[config.mk]
export PLATFORM = sky130hd
export DESIGN_NAME = nand_universal_shift_reg
export DESIGN_NICKNAME = d
export VERILOG_FILES = /design/src/rtl/nand_usr_pkg.sv /design/src/rtl/nand_mux4.sv /design/src/rtl/nand_universal_shift_reg.sv
export SDC_FILE = /design/constraint.sdc
export NUM_CORES = 1
export LEC_CHECK = 0
export CELL_PAD_IN_SITES_DETAIL_PLACEMENT = 0
export CELL_PAD_IN_SITES_GLOBAL_PLACEMENT = 1
export CORE_MARGIN = 3
export CORE_UTILIZATION = 32
export CTS_BUF_LIST = sky130_fd_sc_hd__clkbuf_4
export DETAILED_ROUTE_END_ITERATION = 12
export HOLD_SLACK_MARGIN = 0.08
export PLACE_DENSITY = 0.8
export SYNTH_ARGS = -nofsm -noshare
export SYNTH_HDL_FRONTEND = slang
export SYNTH_SLANG_ARGS = --single-unit
[constraint.sdc]
create_clock -name clk -period 1.5 [get_ports clk]
set_clock_uncertainty 0.15 [all_clocks]
set_input_delay 0.15 -clock clk [delete_from_list [all_inputs] [get_ports clk]]
set_output_delay 0.15 -clock clk [all_outputs]
set_load 0.01 [all_outputs]
[src/rtl/nand_usr_pkg.sv]
// nand_usr_pkg: mode encodings and counter sizing for the NAND-mux universal shift register
package nand_usr_pkg;
  localparam logic [1:0] MODE_HOLD = 2'b00;
  localparam logic [1:0] MODE_SHR  = 2'b01;
  localparam logic [1:0] MODE_SHL  = 2'b10;
  localparam logic [1:0] MODE_LOAD = 2'b11;
  function automatic int cnt_width(input int w);
    return $clog2(w + 1);
  endfunction
endpackage

[src/rtl/nand_mux4.sv]
// nand_mux4: 4:1 mux built only from 2-input NANDs (sel 00->d0, 01->d1, 10->d2, 11->d3)
module nand_mux4 (
  input  logic       d0,
  input  logic       d1,
  input  logic       d2,
  input  logic       d3,
  input  logic [1:0] sel,
  output logic       y
);
  logic s0n, s1n, n0, n1, n2, n3, n4, n5, lo, hi;
  nand g_s0n (s0n, sel[0], sel[0]);
  nand g_s1n (s1n, sel[1], sel[1]);
  nand g_n0  (n0, d0, s0n);
  nand g_n1  (n1, d1, sel[0]);
  nand g_lo  (lo, n0, n1);
  nand g_n2  (n2, d2, s0n);
  nand g_n3  (n3, d3, sel[0]);
  nand g_hi  (hi, n2, n3);
  nand g_n4  (n4, lo, s1n);
  nand g_n5  (n5, hi, sel[1]);
  nand g_y   (y, n4, n5);
endmodule

[src/rtl/nand_universal_shift_reg.sv]
// nand_universal_shift_reg: universal shift register with saturating shift count; define USR_ROTATE_EN to rotate instead of using sin_r/sin_l
module nand_universal_shift_reg
  import nand_usr_pkg::*;
#(
  parameter int WIDTH = 4
) (
  input  logic                          clk,
  input  logic                          rst,
  input  logic                          en,
  input  logic [1:0]                    mode,
  input  logic                          sin_r,
  input  logic                          sin_l,
  input  logic [WIDTH-1:0]              d,
  output logic [WIDTH-1:0]              q,
  output logic                          sout_r,
  output logic                          sout_l,
  output logic [cnt_width(WIDTH)-1:0]   shift_cnt,
  output logic                          done
);
  localparam int CW = cnt_width(WIDTH);
  logic             in_r, in_l;
  logic [WIDTH-1:0] shr_src, shl_src, nxt;
`ifdef USR_ROTATE_EN
  assign in_r = q[0];
  assign in_l = q[WIDTH-1];
`else
  assign in_r = sin_r;
  assign in_l = sin_l;
`endif
  assign shr_src = {in_r, q[WIDTH-1:1]};
  assign shl_src = {q[WIDTH-2:0], in_l};
  for (genvar i = 0; i < WIDTH; i++) begin : g_bit
    nand_mux4 u_mux (
      .d0 (q[i]),
      .d1 (shr_src[i]),
      .d2 (shl_src[i]),
      .d3 (d[i]),
      .sel(mode),
      .y  (nxt[i])
    );
  end
  assign done   = shift_cnt == CW'(WIDTH);
  assign sout_r = q[0];
  assign sout_l = q[WIDTH-1];
  always_ff @(posedge clk or posedge rst)
    if (rst) begin
      q         <= '0;
      shift_cnt <= '0;
    end else if (en) begin
      q         <= nxt;
      shift_cnt <= mode == MODE_LOAD ? '0 :
                   (mode == MODE_HOLD || done) ? shift_cnt : shift_cnt + 1'b1;
    end
endmodule

-- Word-level counts from Yosys, hierarchy flattened
Index checks and enable logic that the tools add are counted.
- bits in registers: 7
- word-level logic and storage cells: 79
- input port bits: 11
- output and inout port bits: 10
- add/subtract/negate cells: 1
- mux-type cells: 2
- reduce and logical (&&, ||, !) cells: 3
- equal/unequal tests: 3
- bitwise logic cells: 68
- operator list (cell ; count):
    inverter 1 bit ; 35
    AND 1 bit ; 33
    2-to-1 mux 3 bit ; 2
    adder 3 x 1 -> 3 bit, second input constant ; 1
    == test 3 bit, second input constant ; 1
    == test 2 bit, second input constant ; 1
    zero test 2 bit ; 1
    inequality test 2 bit, second input constant ; 1
    AND reduction 2 bit ; 1
    logical OR 1 bit ; 1

-- Longest topological paths before layout
- depth in word-level cells: 9
- mapped depth: 5

-- Modules after synthesis
From an unflattened synthesis, not the netlist that was laid out.
- cells, all modules: 37
- area total of the unflattened synthesis: 464.2 µm²
- by module, submodules not included (module ; times used ; seq. area each (µm²) ; area an instance (µm²) ; cells each):
    nand_universal_shift_reg ; 1 ; 175.2 ; 374.1 ; 33
    nand_mux4 ; 4 ; 0.0 ; 22.5 ; 1

-- Worst setup path after synthesis
No wires, ideal clock.
- path type: register to register
- from: register shift_cnt[0]
- to: register shift_cnt[0]
- buffers on the path: 0
- data arrival time: 1.226 ns
- slack: 0.057 ns
- period minus slack after synthesis: 1.443 ns
- required time: 1.283 ns
- cell stages (with the launch flop): 6
- cells stage by stage: dfrtp_1 -> inv_1 -> ha_1 -> and2_1 -> nor2_1 -> o221a_1
- word-level cells in the longest chain between the ends: 4
- ends and longest elaborated chain (element ; line ; RTL):
    start, declared ; nand_universal_shift_reg.sv:17 ; output logic [cnt_width(WIDTH)-1:0] shift_cnt,
    start signal, assigned ; nand_universal_shift_reg.sv:51 ; shift_cnt <= mode == MODE_LOAD ? '0 :
    == test 3 bit ; nand_universal_shift_reg.sv:42 ; assign done = shift_cnt == CW'(WIDTH);
    via done ; nand_universal_shift_reg.sv:18 ; output logic done
    logical OR 1 bit ; nand_universal_shift_reg.sv:52 ; (mode == MODE_HOLD || done) ? shift_cnt : shift_cnt + 1'b1;
    inequality test 2 bit (no source line) ; - ;
    AND reduction 2 bit (no source line) ; - ;
The timed path passes the listed nets, and every way through them passes these cells. The select of a mux whose other input is x is not followed.
A chain may end at the register's enable or synchronous reset.

-- Worst setup path in the final report
- from: register shift_cnt[0]
- to: output port shift_cnt[0]
No word-level cell between the ends.

==> impl_metrics.csv <==
group,metric,value,unit
hold_path,worst_hold_path.num_cells,3,
critical_path,crit_type,"register to output port",
critical_path,crit_path_end_kind,"output port",
power,power.density,1260,mW/mm^2
die,fp-row-count,14,
yosys,netlist_instances,55,
timing,fmax,0.680,GHz
yosys,avgSynthCellArea,9.58,sq um
place,io_buffer_count,20,
critical_path,worstPathArrival,1.17,ns
power,vdd_drop_max,0.000949,V
die,top_level_ports,21,
detailed_routing,avgViaCountPerCell,5.05,
timing,slew_headroom,79.3,%
timing,layout_min_cycle_time,1.47,ns
timing,hold_ws,0.435,ns
cts,cts_buffer_depth,2,
cts,cts_root_buffer,"clkbuf_4",
power,leakage,0.407,nW
timing,hold_viol,0,
cts,clk_pin_slew,0.06,ns
yosys,yosys.area.top_type,"dfrtp_1",
detailed_routing,drt_first_pass_iters,4,
die,die_x,46.6,um
place,gp_congestion,0.743,
global_route,grt_max_degree,10,
cells_and_area,utilization,55.5,%
critical_path,crit_path_start_kind,"register",
yosys,synth-seq-cells,7,
detailed_routing,drc,0,
detailed_routing,drt_iter0_markers,11,
critical_path,r2r-start,"shift_cnt[0]$_DFFE_PP0P_",
yosys,synthMuxAreaShare,5.94,%
yosys,synth_xor_area_share,0,%
global_route,antenna_found_initial,0,
detailed_routing,num_vias,520,
hold_path,hp-start,"d[2]",
cells_and_area,nets,101,
place,dp_hpwl,1.01,mm
cells_and_area,fill_cells,152,
cts,cts_htree_levels,1,
critical_path,required,1.20,ns
yosys,ys_seq_area_share,33.3,%
cells_and_area,syn2layout_area_growth,60.6,%
detailed_routing,wl,1.31,mm
run,maxCapViolCount,0,
timing,finalCritPeriodShare,98.0,%
die,core,0.00152,sq mm
critical_path,reg2reg_to,"shift_cnt[1]$_DFFE_PP0P_",
timing,finalSetupViolCount,0,
die,start_util,34.6,%
cts,clk_latency,0.25,ns
status,status,"complete, no violations",
cells_and_area,layout-drive-gt1-share,34.5,%
critical_path,rr_worst_depth,6,
yosys,synth_cell_type_count,27,
cts,cts_tree,"done",
cts,cts.sinks,7,
cells_and_area,regArea,175,sq um
hold_path,min_path_type,"input port to register",
die,die_h,46.6,um
place,dp.cells,96,
yosys,synth_top_family_by_area,"compound AO/OA/AOI/OAI gates",
cts,numCtsBuffers,3,
yosys,synth_fa_ha_area_share,6.89,%
cells_and_area,final_cells,103,
yosys,synth-simple-area-share,16.9,%
critical_path,crit_fanout,4,
detailed_routing,avgRoutedWirePerCell,12.7,um
critical_path,ff2ff_setup_slack,0.07,ns
cells_and_area,multi_input_area,292,sq um
cells_and_area,num_antenna_cells,0,
yosys,ys.warnings.count,0,
global_route,grt_pass1_wl,2.04,mm
yosys,synth_fp_nets,68,
yosys,syn-cell-area,527,sq um
yosys,synthTopCellsByArea,"dfrtp_1 (33%), buf_4 (8.6%), a211oi_2 (4.8%)",
die,die_area,0.00217,sq mm
timing,tightestPinTransition,0.309,ns
global_route,track_usage,13.2,%
detailed_routing,ant_nets,0,
yosys,synth.top_cell.area_share,33.3,%
timing,slew_viol_final,0,
yosys,synth_compound_area_share,23.5,%
global_route,grt_pass1_vias,489,
global_route,grt-ovfl-total,0,
[synthesized netlist by cell type, drive strengths merged]
master   number
a211oi        2
a21oi         3
a2bb2oi       1
a31oi         2
and2          2
and2b         1
and4bb        1
buf           7
dfrtp         7
ha            2
inv           4
maj3          1
mux2          1
mux2i         2
nand2         3
nand3         1
nand3b        1
nor2          5
nor2b         1
nor3          1
o211ai        1
o21a          1
o21ai         2
o221a         2
o31ai         1
[logic make-up after synthesis]
logic type / after synthesis
compound gates: 15
fa+ha+maj: 3
buf+inv: 11
flops: 7
mux: 3
simple gates: 16
[power by group]
group / switching [W] / internal (W) / total [W] / leakage, nW
registers: 0.0000406 / 0.000244 / 0.000285 / 0.0809
clock network: 0.0000776 / 0.000120 / 0.000198 / 0.0184
logic: 0.000249 / 0.000338 / 0.000587 / 0.308
total: 0.000368 / 0.000702 / 0.00107 / 0.407
[cells in the final DEF (no fill, tap or decap), types with 2 or more instances in the layout]
| master | count |
|---|---|
| buf_4 | 13 |
| clkdlybuf4s50_1 | 10 |
| dfrtp_1 | 7 |
| dlygate4sd2_1 | 6 |
| nor2_1 | 4 |
| inv_1 | 4 |
| clkbuf_4 | 4 |
| nand2_1 | 3 |
| dlymetal6s2s_1 | 3 |
| mux2i_1 | 2 |
| a211oi_2 | 2 |
| o21ai_1 | 2 |
| a21oi_1 | 2 |
| a31oi_1 | 2 |
[per-layer routing]
layer	share of wire, %	routed length (um)	track usage [%]
met4	1.1	14	3.41
met2	46	600	21.2
met5	0	0	0
met1	45	596	17.9
met3	7.6	100	2.73
[worst max-delay path by stage]
stage                                         from                        to  slack (ns)
after floorplan           shift_cnt[0]$_DFFE_PP0P_  shift_cnt[0]$_DFFE_PP0P_        0.06
after global placement                     mode[0]  shift_cnt[0]$_DFFE_PP0P_       -0.07
after detailed placement                   mode[1]                  register       -0.08
after CTS                 shift_cnt[0]$_DFFE_PP0P_  shift_cnt[0]$_DFFE_PP0P_       0.006
after global routing      shift_cnt[1]$_DFFE_PP0P_  shift_cnt[1]$_DFFE_PP0P_      -0.001
final                     shift_cnt[0]$_DFFE_PP0P_              shift_cnt[0]        0.03
[worst max-delay path: stages (launching register included)]
cell           delay [ns]
dfrtp_1              0.38
buf_4                0.13
buf_4                0.14
dlygate4sd2_1        0.28
[area by class of cell]
cell class,count,area share [%]
flip-flops and latches,7,20.7
well taps,16,2.37
repair buffers,35,37.1
multi-input cells,37,34.5
inverters,4,1.78
clock buffers,4,3.55
[what timing repair did]
item,in CTS,in global routing
resized for setup,10,8
setup buffers,1,1
endpoints found under the hold margin,7,0
hold buffers,1,0
endpoints found under the setup margin,8,6
pin swaps,0,4
[through the flow]
stage | TNS [ns] | power, W | cell area [sq um] | setup slack, ns
after detailed placement | -0.570 | 0.000846 | 781 | -0.0797
after floorplan | 0 | 0.000571 | 527 | 0.0568
after CTS | 0 | 0.00103 | 816 | 0.00594
after global routing | -0.00124 | 0.00115 | 846 | -0.00124
after global placement | -0.341 | 0.000828 | 781 | -0.0702
final | 0 | 0.00107 | 846 | 0.0303
Power figures use the tool's default switching activity.
